### src/rtl/huffman_pkg.sv
// Shared definitions for the canonical Huffman code generator.
//   - parameter defaults for the generator and its step sub-module
//   - FSM state encoding
//   - flat-vector slice helper (entry index -> low bit position)
package huffman_pkg;

  localparam int unsigned SymbolsDef       = 16;
  localparam int unsigned CodeSizeWidthDef = 5;
  localparam int unsigned SymbolIdWidthDef = 4;
  localparam int unsigned MaxCodeLenDef    = 16;

  typedef enum logic [1:0] {
    StIdle   = 2'd0,
    StAssign = 2'd1,
    StDone   = 2'd2
  } gen_state_e;

  // Low bit of entry idx in a flat vector built from width-bit fields.
  function automatic int unsigned slice_lo(int unsigned idx, int unsigned width);
    return idx * width;
  endfunction

endpackage

### src/rtl/canonical_code_step.sv
// One canonical-code assignment step (purely combinational).
// Ports:
//   prev_code  in   previous assigned code (MAX_CODE_LEN+1 bits)
//   prev_len   in   previous nonzero length
//   len        in   current nonzero length
//   first      in   no nonzero entry has been seen yet
//   code       out  code for the current entry (MAX_CODE_LEN+1 bits)
//   overflow   out  code does not fit in len bits
//   order_err  out  len is shorter than prev_len
//   range_err  out  len exceeds MAX_CODE_LEN
module canonical_code_step
  import huffman_pkg::*;
#(
  parameter int unsigned CODE_SIZE_WIDTH = CodeSizeWidthDef,
  parameter int unsigned MAX_CODE_LEN    = MaxCodeLenDef
) (
  input  logic [MAX_CODE_LEN:0]      prev_code,
  input  logic [CODE_SIZE_WIDTH-1:0] prev_len,
  input  logic [CODE_SIZE_WIDTH-1:0] len,
  input  logic                       first,
  output logic [MAX_CODE_LEN:0]      code,
  output logic                       overflow,
  output logic                       order_err,
  output logic                       range_err
);

  localparam int unsigned CodeW = MAX_CODE_LEN + 1;

  logic [CODE_SIZE_WIDTH-1:0] shift;
  logic [MAX_CODE_LEN:0]      inc;

  always_comb begin
    shift     = len - prev_len;
    inc       = prev_code + CodeW'(1);
    code      = first ? '0 : (inc << shift);
    range_err = len > CODE_SIZE_WIDTH'(MAX_CODE_LEN);
    order_err = !first && (len < prev_len);
    // The extra code bit lets a Kraft violation show up as a set bit at or above len.
    overflow  = !range_err && ((code >> len) != '0);
  end

endmodule

### src/rtl/canonical_code_generator.sv
// Canonical Huffman code table generator.
// Captures a list of code lengths sorted ascending together with their symbol ids, then
// assigns one canonical code per clock and scatters code/length into per-symbol slots.
// Ports:
//   clk, reset              clock and synchronous active-high reset
//   enable                  capture request (honoured in IDLE or DONE)
//   sorted_code_size_flat   sorted lengths, entry i at [i*CODE_SIZE_WIDTH +: CODE_SIZE_WIDTH]
//   sorted_symbol_id_flat   symbol id paired with entry i
//   code_flat               right-aligned code of symbol s at [s*MAX_CODE_LEN +: MAX_CODE_LEN]
//   code_len_flat           length of symbol s
//   done                    table valid
//   error                   invalid length list detected
module canonical_code_generator
  import huffman_pkg::*;
#(
  parameter int unsigned SYMBOLS         = SymbolsDef,
  parameter int unsigned CODE_SIZE_WIDTH = CodeSizeWidthDef,
  parameter int unsigned SYMBOL_ID_WIDTH = SymbolIdWidthDef,
  parameter int unsigned MAX_CODE_LEN    = MaxCodeLenDef
) (
  input  logic                                 clk,
  input  logic                                 reset,
  input  logic                                 enable,
  input  logic [SYMBOLS*CODE_SIZE_WIDTH-1:0]   sorted_code_size_flat,
  input  logic [SYMBOLS*SYMBOL_ID_WIDTH-1:0]   sorted_symbol_id_flat,
  output logic [SYMBOLS*MAX_CODE_LEN-1:0]      code_flat,
  output logic [SYMBOLS*CODE_SIZE_WIDTH-1:0]   code_len_flat,
  output logic                                 done,
  output logic                                 error
);

  localparam int unsigned IdxW = (SYMBOLS > 1) ? $clog2(SYMBOLS) : 1;

  gen_state_e                           state_q;
  logic [IdxW-1:0]                      index_q;
  logic [SYMBOLS*CODE_SIZE_WIDTH-1:0]   size_q;
  logic [SYMBOLS*SYMBOL_ID_WIDTH-1:0]   id_q;
  logic [MAX_CODE_LEN:0]                prev_code_q;
  logic [CODE_SIZE_WIDTH-1:0]           prev_len_q;
  logic                                 first_q;

  logic [CODE_SIZE_WIDTH-1:0] cur_len;
  logic [SYMBOL_ID_WIDTH-1:0] cur_id;
  logic [MAX_CODE_LEN:0]      step_code;
  logic                       step_overflow;
  logic                       step_order_err;
  logic                       step_range_err;

  always_comb begin
    cur_len = size_q[slice_lo(32'(index_q), CODE_SIZE_WIDTH) +: CODE_SIZE_WIDTH];
    cur_id  = id_q[slice_lo(32'(index_q), SYMBOL_ID_WIDTH) +: SYMBOL_ID_WIDTH];
  end

  canonical_code_step #(
    .CODE_SIZE_WIDTH (CODE_SIZE_WIDTH),
    .MAX_CODE_LEN    (MAX_CODE_LEN)
  ) u_step (
    .prev_code (prev_code_q),
    .prev_len  (prev_len_q),
    .len       (cur_len),
    .first     (first_q),
    .code      (step_code),
    .overflow  (step_overflow),
    .order_err (step_order_err),
    .range_err (step_range_err)
  );

  always_ff @(posedge clk) begin
    if (reset) begin
      state_q       <= StIdle;
      index_q       <= '0;
      size_q        <= '0;
      id_q          <= '0;
      prev_code_q   <= '0;
      prev_len_q    <= '0;
      first_q       <= 1'b1;
      code_flat     <= '0;
      code_len_flat <= '0;
      done          <= 1'b0;
      error         <= 1'b0;
    end else begin
      case (state_q)
        StIdle, StDone: begin
          if (enable) begin
            size_q        <= sorted_code_size_flat;
            id_q          <= sorted_symbol_id_flat;
            index_q       <= '0;
            prev_code_q   <= '0;
            prev_len_q    <= '0;
            first_q       <= 1'b1;
            code_flat     <= '0;
            code_len_flat <= '0;
            done          <= 1'b0;
            error         <= 1'b0;
            state_q       <= StAssign;
          end
        end
        StAssign: begin
          // Zero-length entries leave their slot cleared and do not advance the code.
          if (cur_len != '0) begin
            code_flat[slice_lo(32'(cur_id), MAX_CODE_LEN) +: MAX_CODE_LEN] <=
                step_code[MAX_CODE_LEN-1:0];
            code_len_flat[slice_lo(32'(cur_id), CODE_SIZE_WIDTH) +: CODE_SIZE_WIDTH] <= cur_len;
            prev_code_q <= step_code;
            prev_len_q  <= cur_len;
            first_q     <= 1'b0;
            if (step_overflow || step_order_err || step_range_err) begin
              error <= 1'b1;
            end
          end
          if (index_q == IdxW'(SYMBOLS - 1)) begin
            done    <= 1'b1;
            state_q <= StDone;
          end else begin
            index_q <= index_q + IdxW'(1);
          end
        end
        default: state_q <= StIdle;
      endcase
    end
  end

endmodule

### config.mk
export PLATFORM = sky130hd
export DESIGN_NAME = canonical_code_generator
export DESIGN_NICKNAME = d
export VERILOG_FILES = /design/src/rtl/huffman_pkg.sv /design/src/rtl/canonical_code_step.sv /design/src/rtl/canonical_code_generator.sv
export SDC_FILE = /design/constraint.sdc
export NUM_CORES = 1
export LEC_CHECK = 0
export BUFFER_PORTS_ARGS = -buffer_cell sky130_fd_sc_hd__buf_2
export CAP_MARGIN = 15
export CORE_MARGIN = 2
export CORE_UTILIZATION = 50
export DETAILED_ROUTE_END_ITERATION = 7
export PLACE_DENSITY = 0.75
export SLEW_MARGIN = 15
export SYNTH_ARGS = -nofsm -noshare
export SYNTH_HDL_FRONTEND = slang
export SYNTH_SLANG_ARGS = --single-unit
### constraint.sdc
create_clock -name clk -period 5.58 [get_ports clk]
set_input_delay 0.558 -clock clk [delete_from_list [all_inputs] [get_ports clk]]
set_output_delay 0.558 -clock clk [all_outputs]
set_load 0.02 [all_outputs]
Yosys cells after proc, flatten, opt, wreduce, memory -nomap -nowiden
Index checks and enable logic that the tools add are counted.
- register bits after elaboration: 511
- output and inout bits: 338
- add/subtract/negate cells: 5
- multipliers: 2
- $lt $le $gt $ge: 2
- equality and inequality tests: 8
- shifts and indexed selects: 8
- multiplexer cells: 30
- reduce and logical (&&, ||, !) cells: 17
- operator list (kind ; number):
    2-to-1 mux 256 bit ; 2
    one-hot mux 256 bit (2 select lines) ; 1
    bitwise mux 256 bit ; 1
    variable shift 16 x 34 -> 256 bit, first input constant ; 1
    variable part select 16 x 34 -> 256 bit ; 1
    2-to-1 mux 80 bit ; 2
    one-hot mux 80 bit (2 select lines) ; 1
    bitwise mux 80 bit ; 1
    variable shift 5 x 34 -> 80 bit, first input constant ; 1
    variable part select 5 x 34 -> 80 bit ; 1
    variable part select 80 x 8 -> 5 bit ; 1
    variable part select 64 x 7 -> 4 bit ; 1
    2-to-1 mux 17 bit ; 3
    negation 7 -> 34 bit ; 1
    negation 8 -> 34 bit ; 1
    one-hot mux 17 bit (2 select lines) ; 1
    adder 17 x 1 -> 17 bit, second input constant ; 1
    nonzero test 17 bit ; 1
    << shifter 17 x 5 -> 17 bit ; 1
    right shift 17 x 5 -> 17 bit ; 1
    multiplier 4 x 3 -> 7 bit, second input constant ; 2
    2-to-1 mux 5 bit ; 2
    != test 2 bit, second input constant ; 5
    one-hot mux 5 bit (2 select lines) ; 1
    other kinds (23) ; 38

Depth between registers and ports, before layout
- depth after elaboration: 13
- mapped depth: 21
- gate-level depth less buffers: 16

Cells and area by module
A second synthesis with hierarchy kept.
- cell total of the unflattened synthesis: 2182
- area, all modules: 20548.5 um^2
- by module, submodules not included (module ; instances ; cells an instance ; area each (um^2) ; seq. area each (um^2)):
    canonical_code_generator ; 1 ; 1890 ; 18711.7 ; 10229.8
    canonical_code_step ; 1 ; 292 ; 1836.8 ; 0.0

Least setup slack after synthesis
No wires, ideal clock.
- kind: reg-to-reg
- start point: reg index_q[0]
- end point: reg code_flat[173]
- arrival time: 4.788 ns
- required time: 5.492 ns
- path slack: 0.704 ns
- stages on the path, launching flop included: 20
- path buffers: 4
- period minus slack after synthesis: 4.876 ns
- cells stage by stage: dfxtp_1 -> buf_4 -> buf_2 -> mux4_2 -> o22a_1 -> and2_1 -> clkinv_1 -> ha_1 -> fa_1 -> inv_1 -> clkbuf_1 -> clkbuf_1 -> o21ai_0 -> a21oi_1 -> nor3_1 -> nor4_1 -> inv_1 -> nor2_1 -> nand2_1 -> o31ai_1
- cells in the longest elaborated chain, start to end: 9
- RTL lines (element ; RTL line ; text):
    start: declaration ; canonical_code_generator.sv:35 ; logic [IdxW-1:0] index_q;
    start signal: assignment ; canonical_code_generator.sv:115 ; index_q <= index_q + IdxW'(1);
    multiplier 4 x 3 -> 7 bit ; huffman_pkg.sv:20 ; return idx * width;
    variable part select 80 x 8 -> 5 bit ; canonical_code_generator.sv:50 ; cur_len = size_q[slice_lo(32'(index_q), CODE_SIZE_WIDTH) +: CODE_SIZE_WIDTH];
    subtractor 5 bit ; canonical_code_step.sv:33 ; shift = len - prev_len;
    << shifter 17 x 5 -> 17 bit ; canonical_code_step.sv:35 ; code = first ? '0 : (inc << shift);
    2-to-1 mux 17 bit ; canonical_code_step.sv:35 ;
    variable part select 16 x 34 -> 256 bit ; canonical_code_generator.sv:101 ; code_flat[slice_lo(32'(cur_id), MAX_CODE_LEN) +: MAX_CODE_LEN] <=
    bitwise mux 256 bit ; canonical_code_generator.sv:101 ;
    2-to-1 mux 256 bit ; canonical_code_generator.sv:100 ; if (cur_len != '0) begin
    one-hot mux 256 bit (2 select lines) ; canonical_code_generator.sv:82 ; case (state_q)
    end signal: indexed assignment ; canonical_code_generator.sv:101 ;
    end: declaration ; canonical_code_generator.sv:26 ; output logic [SYMBOLS*MAX_CODE_LEN-1:0] code_flat,
Several ways; a longest one is shown, not always the timed one. The select of a mux whose other input is x is not followed.
A chain may end at the register's enable or synchronous reset.

Worst setup path after layout
- start point: reg index_q[0]
- end point: reg code_flat[42]
Same word-level chain as after synthesis.

==> flow_summary.yaml <==
status:
  outcome: "finished, final reports clean"
layout:
  final_util_pct: 61.0
  final_common_cell: "dfxtp_1"
  area_growth_pct: 21.1
  final_cell_mix: "510 x dfxtp_1, 509 x nand2_1, 483 x buf_2"
  antennaDiodeCount: 0
  final_nets: 3127
  drive_above_1_share_pct: 23.8
  stdcell_area_um2: 26100
floorplan:
  dieArea_um2: 44800
  rows: 76
  ioPinCount: 485
  core_area_um2: 42800
  dieHeight_um: 212
  start_util_pct: 50.4
  die_w_um: 212
route:
  wirelength_um: 81500
  drc: 0
  dr.pass1.iters: 6
  via_per_inst: 6.14
  vias: 21787
  drtAntennaViolNets: 0
  wire_per_inst_um: 23.0
  drt_iter0_drc: 2341
global_route:
  grt_pass1_vias: 20346
  grt_overflow: 0
  grt_start_max_net_pins: 112
  grt_pass1_wl_um: 121000
  antenna_found_initial: 1
  grt_usage_pct: 35.2
setup_path:
  critPathKind: "reg -> reg"
  worstPathRequired_ps: 6130
  critPathMaxFanout: 14
  cp-end-kind: "flop"
  cp.arrival_ps: 5820
  cp-start-kind: "flop"
placement:
  portBuffers: 484
  pre_cts_ws_ps: 137
  gp_congestion: 0.924
  dp_hpwl_um: 58700
  post_dp_cell_area_um2: 24400
timing:
  slew_viol_final: 0
  setup_slack_ps: 317
  tns_ps: 0
  rsz0062_at_grt: "false"
  max_freq_mhz: 190
  slew_headroom_pct: 22.2
  min_period_ps: 5260
  setup_viol: 0
  hold_viol_final: 0
  clock_skew_ps: 33.8
  post-route-period-util_pct: 94.3
  tightest_slew_ps: 1170
flow_run:
  cap_violations: 0
power:
  p_leak_nw: 10.7
  ir_drop_mv: 0.202
  power.density_nw_per_um2: 317
clock_tree:
  cts_buffer_depth: 3
  cts_tree: "yes"
  clkTransAtPathRegs_ps: 60
  ctsHoldBuffers: 0
  cts-root-buf: "clkbuf_16"
  h-tree-depth: 2
  numClockSinks: 511
  worstSkewPairLatency_ps: 630
  cts_setup_buffers: 0
  cts_made_buffers: 50
synth:
  synth_seq_cells: 511
  synth-edff-count: 0
  yosysSeqAreaShare_pct: 47.5
  syn_inst: 2572
  yosysUniqueCellTypes: 82
  synth_fp_nets: 2734
  syn_area_um2: 21600
  ys.flop_type: "dfxtp_1"
  synth_top_area_share_pct: 47.5
  synthTopCellsByArea: "dfxtp_1 47%, nand2_1 8.9%, a21oi_1 5.5%, nor2_1 4.9%, mux4_2 4.6%"
  yosysTopAreaCell: "dfxtp_1"
  async_reset_ff_share_pct: 0
  yosysWarnings: 0
  synth_area_per_cell_um2: 8.38
min_path:
  hold_path.class: "in -> reg"
## cell families (layout without fill, tap and decap cells)
logic type / after synthesis / after routing / synth area share [%]
AOI/OAI and AO/OA: 682 / 682 / 20.5
xor gates and xnor gates: 14 / 14 / 0.569
adders and majority gates: 15 / 15 / 0.940
buffers and inverters: 245 / 676 / 4.62
DFF: 511 / 511 / 47.5
muxes: 50 / 50 / 4.89
and+or+nand+nor: 1055 / 1055 / 21.0
## final timing paths
check	from	endpoint	slack [ps]	cells past startpoint
max reg2reg	index_q[0]$_SDFFE_PP0P_	code_flat[42]$_SDFFE_PP0P_	320	18
min	sorted_symbol_id_flat[15]	id_q[15]$_SDFFE_PP0P_	170	3
min reg2reg	code_flat[105]$_SDFFE_PP0P_	code_flat[105]$_SDFFE_PP0P_	450	2
max	index_q[0]$_SDFFE_PP0P_	code_flat[42]$_SDFFE_PP0P_	320	18
## stage by stage
step,cells,power (W),hold WS (ps)
detailed placement,3459,0.00477,438
CTS,3549,0.00825,157
global placement,3459,0.00476,429
global route,3549,0.00849,176
finish,3549,0.00827,172
floorplan,2572,0.00444,433
## synth_stat cells, types with 17 or more instances
cell	number
dfxtp_1	511
nand2_1	509
nor2_1	281
a21oi_1	235
clkbuf_1	157
a22oi_1	103
nand3_1	88
o21ai_0	75
a31oi_1	45
mux4_2	44
nor3_1	37
o21ai_1	36
buf_2	32
a22o_1	31
and2_1	31
o31ai_1	31
and3_1	27
inv_1	27
a32oi_1	25
buf_1	17
## area by class of cell
| class | count | area [um^2] |
|---|---|---|
| well taps | 546 | 683 |
| clock inverters | 17 | 248 |
| repair buffers | 556 | 2990 |
| multi-input cells | 1816 | 10400 |
| flip-flops and latches | 511 | 10200 |
| fillers | 3754 | 16700 |
| inverters | 30 | 116 |
| clock buffers | 73 | 1490 |
## timing repair
action / in CTS / in global routing
resized for setup: 0 / 2
setup endpoints to repair: 0 / 14
endpoints found under the hold margin: 0 / 0
## report_power, final
part           leakage (nW)  internal (W)  switching (W)  total, W
Combinational          5.75      0.000288       0.000678  0.000966
Sequential             4.14       0.00372      0.0000422   0.00376
Clock                 0.849       0.00205        0.00149   0.00354
Total                  10.7       0.00605        0.00222   0.00827
## critical path, stage by stage, from the launching register on
cell       delay (ps)
dfxtp_2           450
buf_12            210
mux4_2            520
o22a_1            240
and2_1            200
clkinv_1           70
buf_4             190
ha_1              420
buf_4             260
o31a_1            300
o22a_1            260
a2111oi_0         650
buf_4             210
o31a_1            200
buf_4             210
nand2_1           170
nor2_1            380
a22oi_1           150
nor2_1            120
## routing by layer
metal / vias to the layer above / global-route usage [%] / share of wire [%]
li1: 9871 / - / -
met1: 10451 / 44.3 / 38
met4: 0 / 16.0 / 4.5
met3: 221 / 8.26 / 10
met5: - / 0 / 0
met2: 1244 / 57.4 / 47
## registers in the layout (all words and copies together) (netlist names)
register	cells
code_flat	256
done	1
prev_code_q	17
first_q	1
index_q	4
id_q	64
state_q	2
error	1
code_len_flat	80
prev_len_q	5
size_q	80
Note: power is estimated with default switching activity, not from simulation.
